**config.mk**
```make
export PLATFORM = sky130hd
export DESIGN_NAME = alu_issue_ctrl
export DESIGN_NICKNAME = d
export VERILOG_FILES = /design/src/rtl/alu_issue_ctrl.sv
export SDC_FILE = /design/constraint.sdc
export NUM_CORES = 1
export LEC_CHECK = 0
export CELL_PAD_IN_SITES_DETAIL_PLACEMENT = 0
export CELL_PAD_IN_SITES_GLOBAL_PLACEMENT = 1
export CORE_ASPECT_RATIO = 1.75
export CORE_MARGIN = 2
export CORE_UTILIZATION = 36
export CTS_BUF_LIST = sky130_fd_sc_hd__clkbuf_4 sky130_fd_sc_hd__clkbuf_8
export DETAILED_ROUTE_END_ITERATION = 8
export HOLD_SLACK_MARGIN = 0.08
export PLACE_DENSITY_LB_ADDON = 0.1
export SLEW_MARGIN = 15
export SYNTH_ARGS = -nofsm -noshare
export SYNTH_HDL_FRONTEND = slang
export SYNTH_SLANG_ARGS = --single-unit
```
**constraint.sdc**
```tcl
create_clock -name clk -period 1.37 [get_ports clk]
set_input_delay 0.274 -clock clk [delete_from_list [all_inputs] [get_ports clk]]
set_output_delay 0.274 -clock clk [all_outputs]
set_load 0.01 [all_outputs]
```
**src/rtl/alu_issue_ctrl.sv**
```systemverilog
// Issue/writeback controller wrapped around an external 8-bit ALU.
// Ports: instr_* accept handshake, A/B/ALU_Sel to ALU, ALU_Out/CarryOut/Zero
// back, res_* result handshake, dbg_addr/dbg_data register-file peek.
module alu_issue_ctrl #(
  parameter int REG_AW = 2
) (
  input  logic              clk,
  input  logic              rst,
  input  logic              instr_valid,
  output logic              instr_ready,
  input  logic [2:0]        instr_op,
  input  logic [REG_AW-1:0] instr_rd,
  input  logic [REG_AW-1:0] instr_rs1,
  input  logic [REG_AW-1:0] instr_rs2,
  input  logic              instr_use_imm,
  input  logic [7:0]        instr_imm,
  output logic [7:0]        A,
  output logic [7:0]        B,
  output logic [2:0]        ALU_Sel,
  input  logic [7:0]        ALU_Out,
  input  logic              CarryOut,
  input  logic              Zero,
  output logic              res_valid,
  input  logic              res_ready,
  output logic [7:0]        res_data,
  output logic [REG_AW-1:0] res_rd,
  output logic              res_carry,
  output logic              res_zero,
  input  logic [REG_AW-1:0] dbg_addr,
  output logic [7:0]        dbg_data
);

  localparam int NREG = 2 ** REG_AW;

  typedef enum logic [1:0] {
    IDLE = 2'd0,
    EXEC = 2'd1,
    DONE = 2'd2
  } state_t;

  state_t            state_q, state_d;
  logic [7:0]        rf_q [NREG];
  logic [REG_AW-1:0] rd_q;
  logic [7:0]        a_q, b_q;
  logic [2:0]        sel_q;
  logic              rv_q;
  logic [7:0]        rdata_q;
  logic [REG_AW-1:0] rrd_q;
  logic              rcarry_q, rzero_q;

  logic              accept, capture, drain;
  logic [7:0]        b_d;

  always_comb begin
    state_d     = state_q;
    instr_ready = 1'b0;
    accept      = 1'b0;
    capture     = 1'b0;
    drain       = 1'b0;
    unique case (state_q)
      IDLE: begin
        instr_ready = !rst;
        if (instr_valid) begin
          accept  = 1'b1;
          state_d = EXEC;
        end
      end
      EXEC: begin
        capture = 1'b1;
        state_d = DONE;
      end
      DONE: begin
        if (res_ready) begin
          drain   = 1'b1;
          state_d = IDLE;
        end
      end
      default: state_d = IDLE;
    endcase
  end

  // r0 is never written, so reading rf_q[0] already yields zero
  assign b_d = instr_use_imm ? instr_imm : rf_q[instr_rs2];

  always_ff @(posedge clk) begin
    if (rst) begin
      state_q  <= IDLE;
      for (int i = 0; i < NREG; i++) rf_q[i] <= '0;
      rd_q     <= '0;
      a_q      <= '0;
      b_q      <= '0;
      sel_q    <= '0;
      rv_q     <= 1'b0;
      rdata_q  <= '0;
      rrd_q    <= '0;
      rcarry_q <= 1'b0;
      rzero_q  <= 1'b0;
    end else begin
      state_q <= state_d;
      if (accept) begin
        a_q   <= rf_q[instr_rs1];
        b_q   <= b_d;
        sel_q <= instr_op;
        rd_q  <= instr_rd;
      end
      if (capture) begin
        rv_q     <= 1'b1;
        rdata_q  <= ALU_Out;
        rrd_q    <= rd_q;
        rcarry_q <= CarryOut;
        rzero_q  <= Zero;
        if (rd_q != '0) rf_q[rd_q] <= ALU_Out;
      end
      if (drain) rv_q <= 1'b0;
    end
  end

  assign A         = a_q;
  assign B         = b_q;
  assign ALU_Sel   = sel_q;
  assign res_valid = rv_q;
  assign res_data  = rdata_q;
  assign res_rd    = rrd_q;
  assign res_carry = rcarry_q;
  assign res_zero  = rzero_q;
  assign dbg_data  = (dbg_addr == '0) ? 8'h00 : rf_q[dbg_addr];

endmodule

```
==> results of run 1 <==
[cells by family after synthesis]
| family | after synthesis |
|---|---|
| DFF | 68 |
| muxes | 32 |
| buffers and inverters | 27 |
| AOI/OAI and AO/OA | 53 |
| other | 1 |
| and+or+nand+nor | 101 |
[critical path: cells and delay by family, from the launching register on]
family                 cells  cell delay, ns
AO/OA/AOI/OAI              1            0.17
multiplexers               1            0.29
flip-flops                 1            0.45
buffers and inverters      1            0.13
[power groups by stage]
stage | Sequential (W) | Combinational [W] | Clock (W)
6_report | 0.00231 | 0.000787 | 0.00161
5_1_grt | 0.00232 | 0.000857 | 0.00174
4_1_cts | 0.00231 | 0.000780 | 0.00167
3_5_place_dp | 0.00236 | 0.000807 | 0
3_3_place_gp | 0.00235 | 0.000801 | 0
2_1_floorplan | 0.00237 | 0.000374 | 0
[what timing repair did]
action	4_1_cts	5_1_grt
gates cloned	1	0
pin swaps	5	16
buffers inserted	8	5
endpoints found under the setup margin	54	28
resized for setup	78	17
[cells in the mapped netlist, drive strengths merged, types with 9 or more instances]
cell type / n / area share
a21oi: 26 / 0.042
and2: 24 / 0.048
edfxtp: 32 / 0.31
buf: 13 / 0.030
nand2: 50 / 0.060
nor2: 15 / 0.018
clkbuf: 13 / 0.016
mux2: 24 / 0.089
a211oi: 9 / 0.022
dfxtp: 36 / 0.23
[layer usage]
layer | routed length [um] | up-vias | GRT usage
met5 | 0 | - | 0
met2 | 4250 | 68 | 0.305
met1 | 2950 | 1104 | 0.192
li1 | - | 1217 | -
met3 | 323 | 13 | 0.0426
met4 | 238 | 0 | 0.0840
[sequential cells by signal, indices dropped and copies added (netlist names)]
| name | cells |
|---|---|
| res_zero | 1 |
| ALU_Sel | 3 |
| rf_q | 32 |
| state_q | 2 |
| B | 8 |
| A | 8 |
| rd_q | 2 |
| res_rd | 2 |
| res_valid | 1 |
| res_carry | 1 |
| res_data | 8 |
[area by class of cell]
type	count	area, um2
Clock inverter	7	67.6
Timing Repair Buffer	115	1080
Multi-Input combinational cell	194	1380
Fill cell	850	4080
Inverter	1	3.75
Clock buffer	9	124
Tap cell	117	146
Sequential cell	68	1680
[metrics by stage]
step                 util  cell area (um2)  setup slack, ns  power [W]
finish              0.524             4480           -0.292    0.00471
global route        0.524             4480           -0.333    0.00492
CTS                 0.517             4420           -0.299    0.00475
detailed placement  0.493             4220           -0.855    0.00316
global placement    0.493             4220           -0.860    0.00316
floorplan               -             3170           0.0456    0.00274
[worst max-delay path by stage]
stage / slack, ns / end / start / depth (start not counted)
4_1_cts: -0.30 / dbg_data[4] / rf_q[3][4] / 3
6_report: -0.29 / dbg_data[4] / rf_q[3][4] / 3
3_3_place_gp: -0.86 / dbg_data[6] / dbg_addr[1] / 6
2_1_floorplan: 0.05 / rf_q[1][0] / state_q[1] / 5
3_5_place_dp: -0.85 / dbg_data[7] / dbg_addr[1] / 6
5_1_grt: -0.33 / dbg_data[4] / rf_q[3][4] / 3
==> results.ini, run 1 <==
[floorplanning]
dieWidth_um=74.5
initial_core_util=0.366
die_area_mm2=0.00950
core_mm2=0.00856
std_cell_rows=45
io_pins=75
fp.dieH_um=127

[routing]
drc_errors=0
ant_nets=0
routed_wl_mm=7.76
drt-initial-drc-count=125
drt_pass1_iterations=4
num_vias=2402
via_per_inst=4.70
wire_per_inst_um=15.2

[final_layout]
mostFrequentLayoutCell=nand2_1
num_antenna_cells=0
syn2layout_area_growth_pct=43.0
final_cell_mix=nand2_1 (49), dfxtp_1 (34), dlygate4sd2_1 (34)
final_cells=511
fin_nets=423
drive_above_1_share=0.272

[pwr]
switching_share=0.254
powerDensity_mw_per_mm2=1050
p_leak_nw=1.90
p_clk_frac=0.342
p_switching_w=0.00119
intPower_w=0.00351
vdd_drop_max_mv=0.655
seqPwrFrac=0.491
combPwrFrac=0.167

[yosys]
synth_compound_area_frac=0.115
ys_seq_area_frac=0.537
synth_fa_ha_area_frac=0
synth_cells=282
synth_xor_area_frac=0
syn_area_per_cell_um2=11.1
synth-edff-count=32
synth.ff_latch_count=68
synth_mux_area_frac=0.146
synth_top_family_by_area=simple AND/OR/NAND/NOR gates
synth-simple-area-share=0.154
netlist-cell-type-count=29
synth_area_mm2=0.00313
ys_warn_count=0
synthFlopType=dfxtp_1
async_flop_share=0

[setup_path]
r2r_setup_slack_ns=0
crit_required_ns=1.10
critPathCaptureType=output port
cpPeakStageDelay_ns=0.45
r2r.worst_path.cells=4
path_max_fanout=2
worstPathCellList=mux2_4 > a22o_1 > buf_2
worstPathArrival_ns=1.39
rr_startpoint=rf_q[3][4]
worst_r2r_endpoint=A[4]
critical-path-slowest-cell=edfxtp_1
criticalPathCategory=flip-flop to output port
cp-start-kind=flip-flop

[grt]
grt_pass1_wl_mm=12.2
antenna_found_initial=0
grtUsageTotal=0.175
gr-total-overflow=0
grt_start_max_net_pins=30
first_global_vias=2471

[status]
violations=negative setup slack
status=finished, violations left

[cts]
cts-root-buf=clkbuf_8
cts.sinks=68
tritoncts=done
worstSkewPairLatency_ns=0.34
cts_hold_repair.buffers=0
cts_max_path_buffers=2
path_clk_slew_ns=0.07
cts_max_level=3
cts_made_buffers=9

[timing]
fin_crit_ns=1.66
hold_viol_final=0
rsz0062_at_grt=true
period_share=1.21
hold_slack_ns=0.407
skew_ns=0.00918
tns_ns=-2.04
max_freq_ghz=0.602
maxSlewViolCount=0
final-setup-viol-count=8
final.setup.worst_slack_ns=-0.292

[worst_hold_path]
min_from=rst
min_to=res_data[2]
hold_path_depth=3
worstHoldPathType=input port to flip-flop

[placement]
io_buffers=74
hpwl_mm=5.84
dpl.cell_count=488
place.gp.congestion=0.814

[job]
maxCapViolCount=0

Note: power is estimated with default switching activity, not from simulation.
==> run 2, diff against run 1 <==
CORE_UTILIZATION = 50   (was 36)
DONT_BUFFER_PORTS = 1   (was not set)
MAX_ROUTING_LAYER = met4   (was not set)
clock period = 2 ns   (was 1.37 ns; I/O delays follow)
==> results.ini, run 2 (synthesis gave the netlist of run 1 again) <==
[pwr]
powerDensity_mw_per_mm2=922
p_leak_nw=1.23
vdd_drop_max_mv=0.628

[timing]
relSlewSlack=0.534
worstMarginPinSlew_ns=0.693
max_freq_ghz=0.592
fin_crit_ns=1.69
tns_ns=0
rsz0062_at_grt=false
final-setup-viol-count=0
hold_viol_final=0
skew_ns=0.00684
period_share=0.844
maxSlewViolCount=0

[grt]
gr-total-overflow=0
grtUsageTotal=0.206
first_global_vias=2001
grt_pass1_wl_mm=10.3
grt_start_max_net_pins=51
antenna_found_initial=0

[worst_hold_path]
worstHoldPathType=input port to flip-flop

[cts]
cts_max_path_buffers=2
cts_max_level=3
cts.sinks=68
cts_made_buffers=9
cts_resized=0
cts-root-buf=clkbuf_8
path_clk_slew_ns=0.07
post_cts_buffers=0
tritoncts=done
cts_hold_repair.buffers=0
worstSkewPairLatency_ns=0.35

[floorplanning]
die_area_mm2=0.00694
core_mm2=0.00613
dieWidth_um=63.9
fp.dieH_um=109
initial_core_util=0.511
std_cell_rows=38
io_pins=75

[setup_path]
criticalPathCategory=flip-flop to output port
path_max_fanout=3
cp-start-kind=flip-flop
worstPathArrival_ns=1.29
cpPeakStageDelay_ns=0.44
crit_required_ns=1.60
worstPathCellList=mux2_2 > a22o_1
critical-path-slowest-cell=edfxtp_1
critPathCaptureType=output port

[routing]
drc_errors=0
via_per_inst=5.59
num_vias=2028
ant_nets=0
drt_pass1_iterations=4
routed_wl_mm=6.55
wire_per_inst_um=18.0
drt-initial-drc-count=100

[status]
status=finished clean

[placement]
place.gp.congestion=0.729
io_buffers=0
dpl.cell_count=347
hpwl_mm=4.75

[final_layout]
drive_above_1_share=0.194
fin_nets=312
mostFrequentLayoutCell=nand2_1
final_cells=363
syn2layout_area_growth_pct=7.47
final_cell_mix=nand2_1 (50), dfxtp_1 (36), edfxtp_1 (32)
largest_register_ffs=32
num_antenna_cells=0
top_register=rf_q

[job]
maxCapViolCount=0

==> run 2: changes by cell type in the layout (fill, tap and decap cells not counted), sizes merged <==
cell           before  now
buf                50    4
dlygate4sd2        34    0
clkdlybuf4s50      29    0
clkinv              5    3
bufbuf              1    0
bufinv              1    2
clkbuf              9   10
clkdlybuf4s15       1    0
==> run 2: path summary, 6_finish.rpt <==
check / startpoint / end / slack (ns) / cells past startpoint
worst max-delay path: rf_q[1][1] / dbg_data[1] / 0.31 / 2
worst min-delay path: rst / ALU_Sel[0] / 0.11 / 1
worst min register to register: A[3] / A[3] / 0.49 / 2
worst max register to register: state_q[0] / rf_q[3][6] / 0.46 / 3
==> run 2: per-stage QoR <==
stage | setup WS [ns] | instance area, um2 | power, W | utilization | hold slack [ns]
finish | 0.312 | 3370 | 0.00311 | 0.549 | 0.110
global route | 0.254 | 3370 | 0.00323 | 0.549 | 0.0895
CTS | 0.292 | 3370 | 0.00314 | 0.549 | 0.0914
detailed placement | 0.414 | 3150 | 0.00189 | 0.513 | 0.476
global placement | 0.502 | 3150 | 0.00189 | 0.513 | 0.474
floorplan | 0.417 | 3160 | 0.00188 | - | 0.475
==> run 2: power by group <==
| part | leakage [nW] | internal (W) | total, W | switching (W) |
|---|---|---|---|---|
| Clock | 0.108 | 0.000715 | 0.00125 | 0.000531 |
| Combinational | 0.499 | 0.000127 | 0.000248 | 0.000121 |
| Sequential | 0.622 | 0.00154 | 0.00161 | 0.0000757 |
==> run 2: metal layers <==
layer / wire [um] / vias up / track usage
met5: 0 / - / -
met4: 278 / 0 / 0.137
met3: 452 / 18 / 0.0609
met2: 3320 / 72 / 0.331
met1: 2490 / 941 / 0.216
li1: - / 997 / -
==> run 2: area by class of cell <==
| cell class | count | area [um2] |
|---|---|---|
| tap | 80 | 100 |
| timing repair buffer | 4 | 30.0 |
| clock inverter | 6 | 88.8 |
| inverter | 1 | 3.75 |
| fill | 568 | 2770 |
| multi-input combinational | 194 | 1330 |
| sequential | 68 | 1680 |
| clock buffer | 10 | 131 |
==> run 2: worst max-delay path, delay by kind of cell, from the launching register on <==
family          cells  cell delay (ns)
flops               1             0.44
mux                 1             0.28
compound gates      1             0.22
==> run 3, diff against run 2 <==
clock period = 1.7 ns   (was 2 ns; I/O delays follow)
==> results.ini, run 3 (synthesis gave the netlist of run 1 again) <==
[cts]
path_clk_slew_ns=0.07
tritoncts=done
worstSkewPairLatency_ns=0.35
cts_max_level=3
cts_max_path_buffers=2
post_cts_buffers=0
cts_made_buffers=9
cts-root-buf=clkbuf_8
cts.sinks=68

[setup_path]
critPathCaptureType=output port
rr_startpoint=state_q[1]
path_max_fanout=3
critical_path.startpoint=rf_q[3][2]
cp-start-kind=flip-flop
crit_required_ns=1.36
criticalPathCategory=flip-flop to output port
worstPathArrival_ns=1.30

[grt]
grt_start_max_net_pins=37
grt_pass1_wl_mm=11.0
antenna_found_initial=0
gr-total-overflow=0
grtUsageTotal=0.219
first_global_vias=2196

[worst_hold_path]
worstHoldPathType=input port to flip-flop
min_from=rst

[routing]
wire_per_inst_um=18.5
drt_pass1_iterations=4
drc_errors=0
ant_nets=0
via_per_inst=5.62
num_vias=2051
routed_wl_mm=6.76
drt-initial-drc-count=133

[timing]
worstMarginPinSlew_ns=0.701
hold_slack_ns=0.0965
period_share=0.965
max_freq_ghz=0.610
final.setup.worst_slack_ns=0.0596
skew_ns=0.00540
final-setup-viol-count=0
tns_ns=0
fin_crit_ns=1.64
relSlewSlack=0.532
maxSlewViolCount=0
rsz0062_at_grt=false
hold_viol_final=0

[final_layout]
largest_register_ffs=32
fin_util=0.551
syn2layout_area_growth_pct=7.90
final_cells=365
top_register=rf_q
drive_above_1_share=0.207
fin_nets=314
mostFrequentLayoutCell=nand2_1
final_cell_mix=nand2_1 (50), dfxtp_1 (36), edfxtp_1 (32)
num_antenna_cells=0

[placement]
place.gp.congestion=0.819
dp_slack_ns=0.144
io_buffers=0
hpwl_mm=4.91
dpl.cell_count=348

[pwr]
vdd_drop_max_mv=0.585
seqPwrFrac=0.533
intPower_w=0.00268
combPwrFrac=0.087
switching_share=0.249
p_leak_nw=1.23
p_clk_frac=0.380
p_switching_w=0.000885
powerDensity_mw_per_mm2=1050

[floorplanning]
initial_core_util=0.511
fp.dieH_um=109
die_area_mm2=0.00694
dieWidth_um=63.9
std_cell_rows=38
io_pins=75
core_mm2=0.00613

[job]
maxCapViolCount=0

[status]
status=finished clean

-- run 3: cell count changes in the layout (fill, tap and decap cells not counted), sizes merged --
cell	delta
buf	+2
bufinv	-1
clkinvlp	+1
-- run 3: per-stage QoR --
stage / power, W / instance area (um2)
floorplan: 0.00221 / 3160
global placement: 0.00222 / 3160
detailed placement: 0.00223 / 3160
CTS: 0.00360 / 3380
global route: 0.00371 / 3380
finish: 0.00356 / 3380
-- run 3: worst paths after layout --
kind,depth (start not counted),endpoint,slack (ns)
min reg2reg,2,A[3],0.50
min,0,rf_q[0][5],0.1
max reg2reg,3,rf_q[1][0],0.17
max,2,dbg_data[2],0.06
-- run 3: area by class of cell --
class | count | area (um2)
well taps | 80 | 100
multi-input cells | 194 | 1340
clock buffers | 10 | 138
flip-flops and latches | 68 | 1680
inverters | 1 | 3.75
fillers | 556 | 2750
clock inverters | 6 | 63.8
repair buffers | 6 | 57.6
-- run 3: power by group through the flow --
stage	registers, W	clock network (W)	logic, W
after floorplan	0.00191	0	0.000299
after detailed placement	0.00194	0	0.000294
after global placement	0.00193	0	0.000290
final	0.00190	0.00135	0.000310
after global routing	0.00191	0.00145	0.000348
after CTS	0.00190	0.00138	0.000313
-- run 3: worst max-delay path: stages, from the launching register on --
cell and delay [ns]:
edfxtp_1 0.44, mux2_2 0.29, a22o_1 0.22
-- run 3: repair_timing --
item	CTS	global route
hold endpoints to repair	36	0
hold buffers	1	0
gates resized for setup	0	1
setup endpoints to repair	0	8
-- run 3: routing by layer --
layer  up-vias  global-route usage  wire (um)
met3        12              0.0475        395
met2        62               0.371       3640
met1       974               0.236       2570
met4         0               0.121        151
li1       1003                   -          -
met5         -                   -          0
